File: config.mk
export PLATFORM = sky130hd
export DESIGN_NAME = addsub_rr_scheduler
export DESIGN_NICKNAME = d
export VERILOG_FILES = /design/src/rtl/addsub_pkg.sv /design/src/rtl/addsub_rr_scheduler_arb.sv /design/src/rtl/addsub_rr_scheduler.sv
export SDC_FILE = /design/constraint.sdc
export NUM_CORES = 1
export LEC_CHECK = 0
export ABC_AREA = 1
export ABC_CLOCK_PERIOD_IN_PS = 20500
export CORE_ASPECT_RATIO = 0.7
export CORE_UTILIZATION = 39
export CTS_BUF_LIST = sky130_fd_sc_hd__clkbuf_4
export DETAILED_ROUTE_END_ITERATION = 8
export GPL_TIMING_DRIVEN = 1
export PLACE_DENSITY = 0.91
export REMOVE_ABC_BUFFERS = 1
export SLEW_MARGIN = 10
export SYNTH_ARGS = -nofsm -noshare
export SYNTH_HDL_FRONTEND = slang
export SYNTH_SLANG_ARGS = --single-unit
export TNS_END_PERCENT = 30
File: constraint.sdc
create_clock -name clk -period 20.5 [get_ports clk]
set_clock_uncertainty 0.1 [all_clocks]
set_input_delay 3.075 -clock clk [delete_from_list [all_inputs] [get_ports clk]]
set_output_delay 3.075 -clock clk [all_outputs]
set_load 0.005 [all_outputs]
File: src/rtl/addsub_pkg.sv
// addsub_pkg -- shared definitions for the add/sub round-robin scheduler.
//   OP_ADD / OP_SUB : operation encoding carried on req_sub
//   rsp_state_e     : response register occupancy (EMPTY / FULL)
//   rr_pick()       : rotating-priority pick, returns a one-hot grant
// The response record (rsp_t) depends on N and NREQ, so it is declared
// inside addsub_rr_scheduler, where those parameters are in scope.
package addsub_pkg;

  localparam logic OP_ADD = 1'b0;
  localparam logic OP_SUB = 1'b1;

  // rr_pick works on a fixed-width vector so that one function serves any NREQ.
  // Callers zero-extend their request vector and keep only the low NREQ bits.
  localparam int RR_MAX   = 64;
  localparam int RR_PTR_W = 6;

  typedef enum logic {
    ST_EMPTY = 1'b0,
    ST_FULL  = 1'b1
  } rsp_state_e;

  // Scan from ptr upward, wrapping at nreq. The first valid index wins.
  function automatic logic [RR_MAX-1:0] rr_pick(input logic [RR_MAX-1:0]   valid,
                                                input logic [RR_PTR_W-1:0] ptr,
                                                input int                  nreq);
    logic [RR_MAX-1:0]   grant;
    logic                found;
    int                  idx;
    logic [RR_PTR_W-1:0] bit_sel;
    grant = '0;
    found = 1'b0;
    for (int k = 0; k < RR_MAX; k++) begin
      idx = int'(ptr) + k;
      if (idx >= nreq) idx = idx - nreq;
      bit_sel = idx[RR_PTR_W-1:0];
      if ((k < nreq) && !found && valid[bit_sel]) begin
        grant[bit_sel] = 1'b1;
        found          = 1'b1;
      end
    end
    return grant;
  endfunction

endpackage

File: src/rtl/addsub_rr_scheduler_arb.sv
// rr_arbiter -- purely combinational round-robin arbiter.
//   valid     [NREQ] : request lines
//   enable           : when low, no grant is given
//   ptr       [IDW]  : highest-priority index for this cycle
//   grant     [NREQ] : one-hot grant (all zero when nothing is granted)
//   grant_idx [IDW]  : binary index of the granted line (0 when no grant)
module rr_arbiter
  import addsub_pkg::*;
#(
  parameter  int NREQ = 4,
  localparam int IDW  = $clog2(NREQ)
) (
  input  logic [NREQ-1:0] valid,
  input  logic            enable,
  input  logic [IDW-1:0]  ptr,
  output logic [NREQ-1:0] grant,
  output logic [IDW-1:0]  grant_idx
);

  logic [RR_MAX-1:0]      valid_ext;
  logic [RR_MAX-1:0]      pick;
  logic [RR_MAX-NREQ-1:0] unused_pick_hi;

  assign valid_ext      = RR_MAX'(valid);
  assign pick           = rr_pick(valid_ext, RR_PTR_W'(ptr), NREQ);
  assign unused_pick_hi = pick[RR_MAX-1:NREQ];
  assign grant          = enable ? pick[NREQ-1:0] : '0;

  always_comb begin
    grant_idx = '0;
    for (int i = 0; i < NREQ; i++) begin
      if (grant[i]) grant_idx = IDW'(i);
    end
  end

endmodule

File: src/rtl/addsub_rr_scheduler.sv
// addsub_rr_scheduler -- shares one N-bit ripple add/sub among NREQ requesters.
// Round-robin issue of one operation per cycle into a single-entry response
// register. Optional build macro: ADDSUB_SAT_EN (clamp the result on signed
// overflow; carry/overflow flags are always reported unclamped).
//   clk, rst (async, active-high)
//   req_valid/req_ready [NREQ]  : request handshake, req_ready is a one-hot grant
//   req_a/req_b [NREQ*N]        : operands, requester i at [i*N +: N]
//   req_sub [NREQ]              : 1 = A-B, 0 = A+B
//   rsp_valid/rsp_ready         : response handshake
//   rsp_id/rsp_result/rsp_carry/rsp_overflow : registered response
//
// state    | meaning
// ST_EMPTY | response register holds nothing; any valid request may issue
// ST_FULL  | response held; a new issue needs rsp_ready in the same cycle
module addsub_rr_scheduler
  import addsub_pkg::*;
#(
  parameter  int N    = 32,
  parameter  int NREQ = 4,
  localparam int IDW  = $clog2(NREQ)
) (
  input  logic            clk,
  input  logic            rst,
  input  logic [NREQ-1:0]   req_valid,
  output logic [NREQ-1:0]   req_ready,
  input  logic [NREQ*N-1:0] req_a,
  input  logic [NREQ*N-1:0] req_b,
  input  logic [NREQ-1:0]   req_sub,
  output logic            rsp_valid,
  input  logic            rsp_ready,
  output logic [IDW-1:0]  rsp_id,
  output logic [N-1:0]    rsp_result,
  output logic            rsp_carry,
  output logic            rsp_overflow
);

  typedef struct packed {
    logic [IDW-1:0] id;
    logic [N-1:0]   result;
    logic           carry;
    logic           overflow;
  } rsp_t;

  rsp_state_e     state_q, state_d;
  rsp_t           rsp_q, rsp_d;
  logic [IDW-1:0] rr_ptr_q, rr_ptr_d;

  logic            can_issue;
  logic [NREQ-1:0] grant;
  logic [IDW-1:0]  grant_idx;
  logic            any_grant;

  logic [N-1:0] op_a, op_b, b_eff, sum, result;
  logic         op_sub;
  logic [N-1:0] carry_vec;
  logic         ovf;

  // rst gates issue so req_ready is low for the whole reset window.
  assign can_issue = !rst && ((state_q == ST_EMPTY) || rsp_ready);

  rr_arbiter #(.NREQ(NREQ)) u_arb (
    .valid     (req_valid),
    .enable    (can_issue),
    .ptr       (rr_ptr_q),
    .grant     (grant),
    .grant_idx (grant_idx)
  );

  assign req_ready = grant;
  assign any_grant = |grant;

  always_comb begin
    op_a   = '0;
    op_b   = '0;
    op_sub = OP_ADD;
    for (int i = 0; i < NREQ; i++) begin
      if (grant_idx == IDW'(i)) begin
        op_a   = req_a[i*N +: N];
        op_b   = req_b[i*N +: N];
        op_sub = (req_sub[i] == OP_SUB);
      end
    end
  end

  // Single shared ripple chain; carry_vec[i] is the carry out of bit i.
  always_comb begin
    logic c;
    b_eff     = op_b ^ {N{op_sub}};
    c         = op_sub;
    sum       = '0;
    carry_vec = '0;
    for (int i = 0; i < N; i++) begin
      sum[i]       = op_a[i] ^ b_eff[i] ^ c;
      c            = (op_a[i] & b_eff[i]) | (op_a[i] & c) | (b_eff[i] & c);
      carry_vec[i] = c;
    end
  end

  assign ovf = carry_vec[N-1] ^ carry_vec[N-2];

`ifdef ADDSUB_SAT_EN
  // Overflow is only possible when both effective operands share A's sign,
  // so A's MSB selects the clamp direction.
  assign result = !ovf        ? sum :
                  op_a[N-1]   ? {1'b1, {(N-1){1'b0}}} :
                                {1'b0, {(N-1){1'b1}}};
`else
  assign result = sum;
`endif

  always_comb begin
    state_d  = state_q;
    rsp_d    = rsp_q;
    rr_ptr_d = rr_ptr_q;
    if (any_grant) begin
      state_d        = ST_FULL;
      rsp_d.id       = grant_idx;
      rsp_d.result   = result;
      rsp_d.carry    = carry_vec[N-1];
      rsp_d.overflow = ovf;
      rr_ptr_d       = (grant_idx == IDW'(NREQ-1)) ? '0 : grant_idx + IDW'(1);
    end else if ((state_q == ST_FULL) && rsp_ready) begin
      state_d = ST_EMPTY;
    end
  end

  always_ff @(posedge clk or posedge rst) begin
    if (rst) begin
      state_q  <= ST_EMPTY;
      rsp_q    <= '0;
      rr_ptr_q <= '0;
    end else begin
      state_q  <= state_d;
      rsp_q    <= rsp_d;
      rr_ptr_q <= rr_ptr_d;
    end
  end

  assign rsp_valid    = (state_q == ST_FULL);
  assign rsp_id       = rsp_q.id;
  assign rsp_result   = rsp_q.result;
  assign rsp_carry    = rsp_q.carry;
  assign rsp_overflow = rsp_q.overflow;

endmodule

==> impl_metrics.py, run 1 <==
metrics = {
    "timing": {
        "period_needed_ps": 18850,
        "fin_setup_tns_ps": 0,
        "rsz0062_at_grt": "no",
        "worstMarginPinSlew_ps": 972,
        "final-max-slew-violation-count": 0,
        "finalCritPeriodShare": 0.919,
        "final-setup-viol-count": 0,
        "maxSlewHeadroom": 0.351,
        "fmax_ghz": 0.0531,
        "hold_viol": 0,
    },
    "floorplan": {
        "std_cell_rows": 34,
        "die_h_um": 96.3,
        "start_util": 0.400,
        "die-area_um2": 13200,
        "design.core.area_um2": 12400,
        "dieWidth_um": 137,
        "io_pins": 308,
    },
    "setup_path": {
        "start_kind": "primary input",
        "endpoint_kind": "flop",
        "cp_max_fo": 48,
        "cpMostUsedCell": "fa_1",
        "cp_num_buf_inv": 6,
        "required_ps": 20640,
        "worstPathArrival_ps": 18990,
        "critPathTopFamily": "adder cells",
        "critical_path_class": "primary input to flop",
        "cpMaxStageDelayCell": "buf_4",
        "cpPeakStageDelay_ps": 540,
    },
    "clock_network": {
        "cts_tree": "built",
        "post_cts_buffers": 0,
        "clkLatencyLatePin_ps": 330,
        "cts_root_buffer": "clkbuf_4",
        "numCtsBuffers": 5,
        "clkTransAtPathRegs_ps": 120,
        "clock-sinks": 39,
        "htreeDepth": 2,
        "cts_buffer_depth": 2,
        "cts-hold-fix-buffers": 0,
        "cts-resized-gates": 0,
    },
    "route": {
        "wl_mm": 18.0,
        "via_per_inst": 5.02,
        "firstDrtPassIters": 5,
        "ant_nets": 0,
        "num_vias": 5888,
        "wl_per_cell_um": 15.4,
        "post-route-drc-count": 0,
        "drt_iter0_drc": 170,
    },
    "final_layout": {
        "stdcell_area_um2": 8070,
        "area_growth_pct": 62.9,
        "drive_gt1_frac": 0.0366,
        "diodes": 0,
        "instances_no_fill": 1174,
        "nets": 1319,
    },
    "logic_synthesis": {
        "yosysSeqAreaShare": 0.197,
        "syn_area_um2": 4950,
        "synth_cell_types": 30,
        "synth_cells": 740,
        "synth-seq-cells": 39,
        "yosysWarnings": 0,
        "synth.avg_cell_area_um2": 6.69,
    },
    "global_route": {
        "grt_pass1_wl_mm": 27.0,
        "grt_start_max_net_pins": 70,
        "grt_pass1_vias": 5550,
        "antenna_found_initial": 0,
        "gr-total-overflow": 0,
        "grt_use_total": 0.267,
    },
    "placed_design": {
        "dp_cells": 1166,
        "port_buffers": 307,
        "placed_area_um2": 8010,
        "globalplace.congestion": 0.859,
        "dpl.hpwl_mm": 14.2,
    },
    "outcome": {
        "status": "finished, final reports clean",
    },
    "run": {
        "maxCapViolCount": 0,
    },
    "hold_path": {
        "hold_class": "flop to flop",
    },
}
-- cells by family after synthesis --
| kind of cell | synth area share |
|---|---|
| AOI/OAI and AO/OA | 0.252 |
| xor gates and xnor gates | 0.0566 |
| adders and majority gates | 0.151 |
| buffers and inverters | 0.105 |
| DFF | 0.197 |
| and+or+nand+nor | 0.238 |
-- per-stage QoR --
step	setup slack, ps	utilization	hold WS [ps]
6_report	1650	0.652	399
5_1_grt	872	0.652	420
4_1_cts	1650	0.652	402
3_5_place_dp	1320	0.647	373
3_3_place_gp	1650	0.647	362
2_1_floorplan	-492	-	365
-- layout make-up --
type	count	area [um2]
fill	1078	4310
multi-input combinational	590	3470
timing repair buffer	316	3140
sequential	39	976
inverter	59	221
tap	162	203
clock buffer	6	45.0
clock inverter	2	7.51
-- worst reg2reg max path: cells and delay by family (launching register included) --
kind                       cells  cell delay [ps]
AOI/OAI and AO/OA              3              700
adders and majority gates     33            12820
DFF                            1              580
xor gates and xnor gates       1              170
and+or+nand+nor               11             1090
buffers and inverters          7             1050
-- Yosys cell counts --
cell | number | area, um2
o21ai_0 | 68 | 340
nor2_4 | 3 | 33.8
nand2_4 | 2 | 22.5
buf_6 | 9 | 101
ha_1 | 10 | 125
nor2_2 | 1 | 6.26
clkbuf_1 | 21 | 78.8
dfrtp_1 | 39 | 976
nand3_4 | 1 | 17.5
o21ai_1 | 62 | 310
a22oi_1 | 31 | 233
a21boi_0 | 2 | 15.0
a21oi_1 | 63 | 315
nand2_2 | 3 | 18.8
fa_1 | 31 | 621
clkbuf_2 | 1 | 5.00
xor2_1 | 1 | 8.76
nand3_1 | 19 | 95.1
nand3b_1 | 1 | 7.51
buf_8 | 2 | 30.0
xnor2_1 | 31 | 272
nand2_1 | 253 | 950
nand3_2 | 2 | 20.0
buf_1 | 8 | 30.0
nor2_1 | 2 | 7.51
inv_2 | 4 | 15.0
o21ai_2 | 1 | 8.76
inv_1 | 55 | 206
buf_2 | 11 | 55.1
a22o_1 | 3 | 26.3
-- worst paths after layout --
kind	from	end	slack (ps)	cells past startpoint
max in group asynchronous	rst	rsp_result[22]	16840	3
min reg2reg	rsp_result[24]	rsp_result[24]	400	2
max	req_valid[2]	rsp_result[31]	1650	54
min	rsp_result[24]	rsp_result[24]	400	2
max reg2reg	rr_ptr_q[0]	rsp_result[31]	3850	55
min in group asynchronous	rst	rsp_result[3]	3080	3
-- routing by layer --
layer / vias to the layer above / part of all wire / track usage / wire length (um)
met2: 229 / 0.50 / 0.496 / 9030
met5: - / 0 / 0 / 0
met4: 0 / 0.019 / 0.0704 / 350
met1: 2675 / 0.41 / 0.321 / 7440
met3: 31 / 0.067 / 0.0442 / 1210
li1: 2953 / - / - / -
-- flip-flops by register name (all words and copies together), names as in the netlist --
signal	flops
rr_ptr_q	2
rsp_carry	1
rsp_id	2
rsp_overflow	1
rsp_result	32
rsp_valid	1
-- placed cells by master, fill, tap and decap left out, drive strengths merged --
cell type and n:
clkdlybuf4s50 307, nand2 258, o21ai 131, a21oi 63
inv 59, dfrtp 39, a22oi 31, xnor2 31
fa 31, nand3 22, ha 10, buf 9
clkbuf 6, nor2 6, a22o 3, a21boi 2
clkinv 2, nand3b 1, xor2 1
Power of run 1 is not shown: default switching activity piles up to over one toggle a cycle in this logic, so the estimate is an artifact.
==> inputs of run 2 (changes only) <==
Settings changed: RECOVER_POWER from default to 25.
==> run 2 against run 1 <==
  * The run now ends with max-capacitance violations, max-slew violations left
  * Highest routed layer unchanged
  * Die area unchanged
  * Register-to-register slack barely moved
  * Fmax about the same
==> impl_metrics.py, run 2 (same netlist as run 1, synthesis figures left out) <==
metrics = {
    "final_layout": {
        "drive_gt1_frac": 0.0346,
        "largest_register_ffs": 32,
        "final_cell_mix": "clkdlybuf4s50_1, nand2_1, o21ai_0",
        "area_growth_pct": 62.9,
        "diodes": 0,
        "nets": 1319,
        "final_common_cell": "clkdlybuf4s50_1",
        "n_fill_cell": 1077,
    },
    "timing": {
        "period_needed_ps": 18840,
        "rsz0062_at_grt": "no",
        "fin_setup_tns_ps": 0,
        "fin_ws_ps": 1660,
        "hold_viol": 0,
        "final-max-slew-violation-count": 40,
        "final-setup-viol-count": 0,
        "fmax_ghz": 0.0531,
        "maxSlewHeadroom": -0.504,
        "finalCritPeriodShare": 0.919,
        "worstMarginPinSlew_ps": 2260,
    },
    "setup_path": {
        "worstSetupPathDepth": 54,
        "start_kind": "primary input",
        "cp_num_buf_inv": 6,
        "cp_max_fo": 48,
        "r2r_cells": 55,
        "worstPathArrival_ps": 18980,
        "endpoint_kind": "flop",
        "required_ps": 20640,
        "cpMostUsedCell": "fa_1",
        "cpPeakStageDelay_ps": 540,
        "cpMaxStageDelayCell": "buf_4",
        "critPathTopFamily": "adder cells",
        "critical_path_class": "primary input to flop",
    },
    "clock_network": {
        "clkLatencyLatePin_ps": 340,
        "clock-sinks": 39,
        "cts-resized-gates": 0,
        "cts_buffer_depth": 2,
        "numCtsBuffers": 5,
        "post_cts_buffers": 0,
        "htreeDepth": 2,
        "clkTransAtPathRegs_ps": 120,
        "cts_root_buffer": "clkbuf_4",
        "cts-hold-fix-buffers": 0,
        "cts_tree": "built",
    },
    "floorplan": {
        "dieWidth_um": 137,
        "die-area_um2": 13200,
        "die_h_um": 96.3,
        "io_pins": 308,
        "std_cell_rows": 34,
        "design.core.area_um2": 12400,
        "start_util": 0.400,
    },
    "outcome": {
        "status": "complete, but fails checks",
        "violations": "max-capacitance violations, max-slew violations",
    },
    "route": {
        "via_per_inst": 5.01,
        "wl_per_cell_um": 15.4,
        "wl_mm": 18.0,
        "post-route-drc-count": 0,
        "num_vias": 5880,
        "wl_met1_mm": 7.46,
        "drt_iter0_drc": 170,
        "met2_length_mm": 9.01,
        "top_layer_used": "met4",
        "firstDrtPassIters": 5,
        "wl_met3_mm": 1.20,
        "ant_nets": 0,
    },
    "run": {
        "maxCapViolCount": 1,
    },
    "global_route": {
        "grt_pass1_wl_mm": 27.0,
        "grt_start_max_net_pins": 70,
        "grt_use_total": 0.267,
        "gr-total-overflow": 0,
        "antenna_found_initial": 0,
        "grt_pass1_vias": 5550,
    },
    "hold_path": {
        "hold_class": "flop to flop",
        "hold_path_depth": 2,
    },
    "placed_design": {
        "dpl.hpwl_mm": 14.2,
        "dp_slack_ps": 1320,
        "port_buffers": 307,
        "globalplace.congestion": 0.859,
    },
}
==> run 2: final timing paths <==
| check | to | start | slack (ps) |
|---|---|---|---|
| worst max-delay path | rsp_result[31] | req_valid[2] | 1660 |
| worst min-delay path | rsp_result[24] | rsp_result[24] | 400 |
| worst max register to register | rsp_result[31] | rr_ptr_q[0] | 3850 |
| worst min register to register | rsp_result[24] | rsp_result[24] | 400 |
| max in group asynchronous | rsp_result[22] | rst | 15110 |
| min in group asynchronous | rsp_result[3] | rst | 3910 |
==> run 2: cell type report <==
type,count,area [um2],share of cell area
multi-input combinational,590,3470,0.431
timing repair buffer,316,3140,0.389
sequential,39,976,0.121
inverter,59,221,0.0275
tap,162,203,0.0251
clock buffer,6,45.0,0.00559
clock inverter,2,7.51,0.000931
==> run 2: per-layer routing <==
metal,track usage,up-vias
met5,0,-
met1,0.321,2667
li1,-,2954
met2,0.496,228
met3,0.0442,31
met4,0.0704,0
==> run 2: through the flow <==
stage	utilization	hold slack, ps	cell area [um2]	cells
CTS	0.652	402	8070	1174
floorplan	-	365	4650	688
global placement	0.647	362	8010	1166
global route	0.651	420	8060	1174
finish	0.651	399	8060	1174
detailed placement	0.647	373	8010	1166
==> run 2: worst reg2reg max path: cells and delay by family, from the launching register on <==
kind                       cells  cell delay, ps
and+or+nand+nor               11            1090
xor gates and xnor gates       1             170
buffers and inverters          7            1050
DFF                            1             580
AOI/OAI and AO/OA              3             690
adders and majority gates     33           12820
Power of run 2 is left out for the same reason.
==> inputs of run 3 (changes only) <==
Settings changed: CTS_CLUSTER_DIAMETER from default to 30, SLEW_MARGIN 10 to default.
==> results of run 3 <==
Same layout as run 2: the final DEF is identical, and so are final timing and power.
Power of run 3 is left out for the same reason.
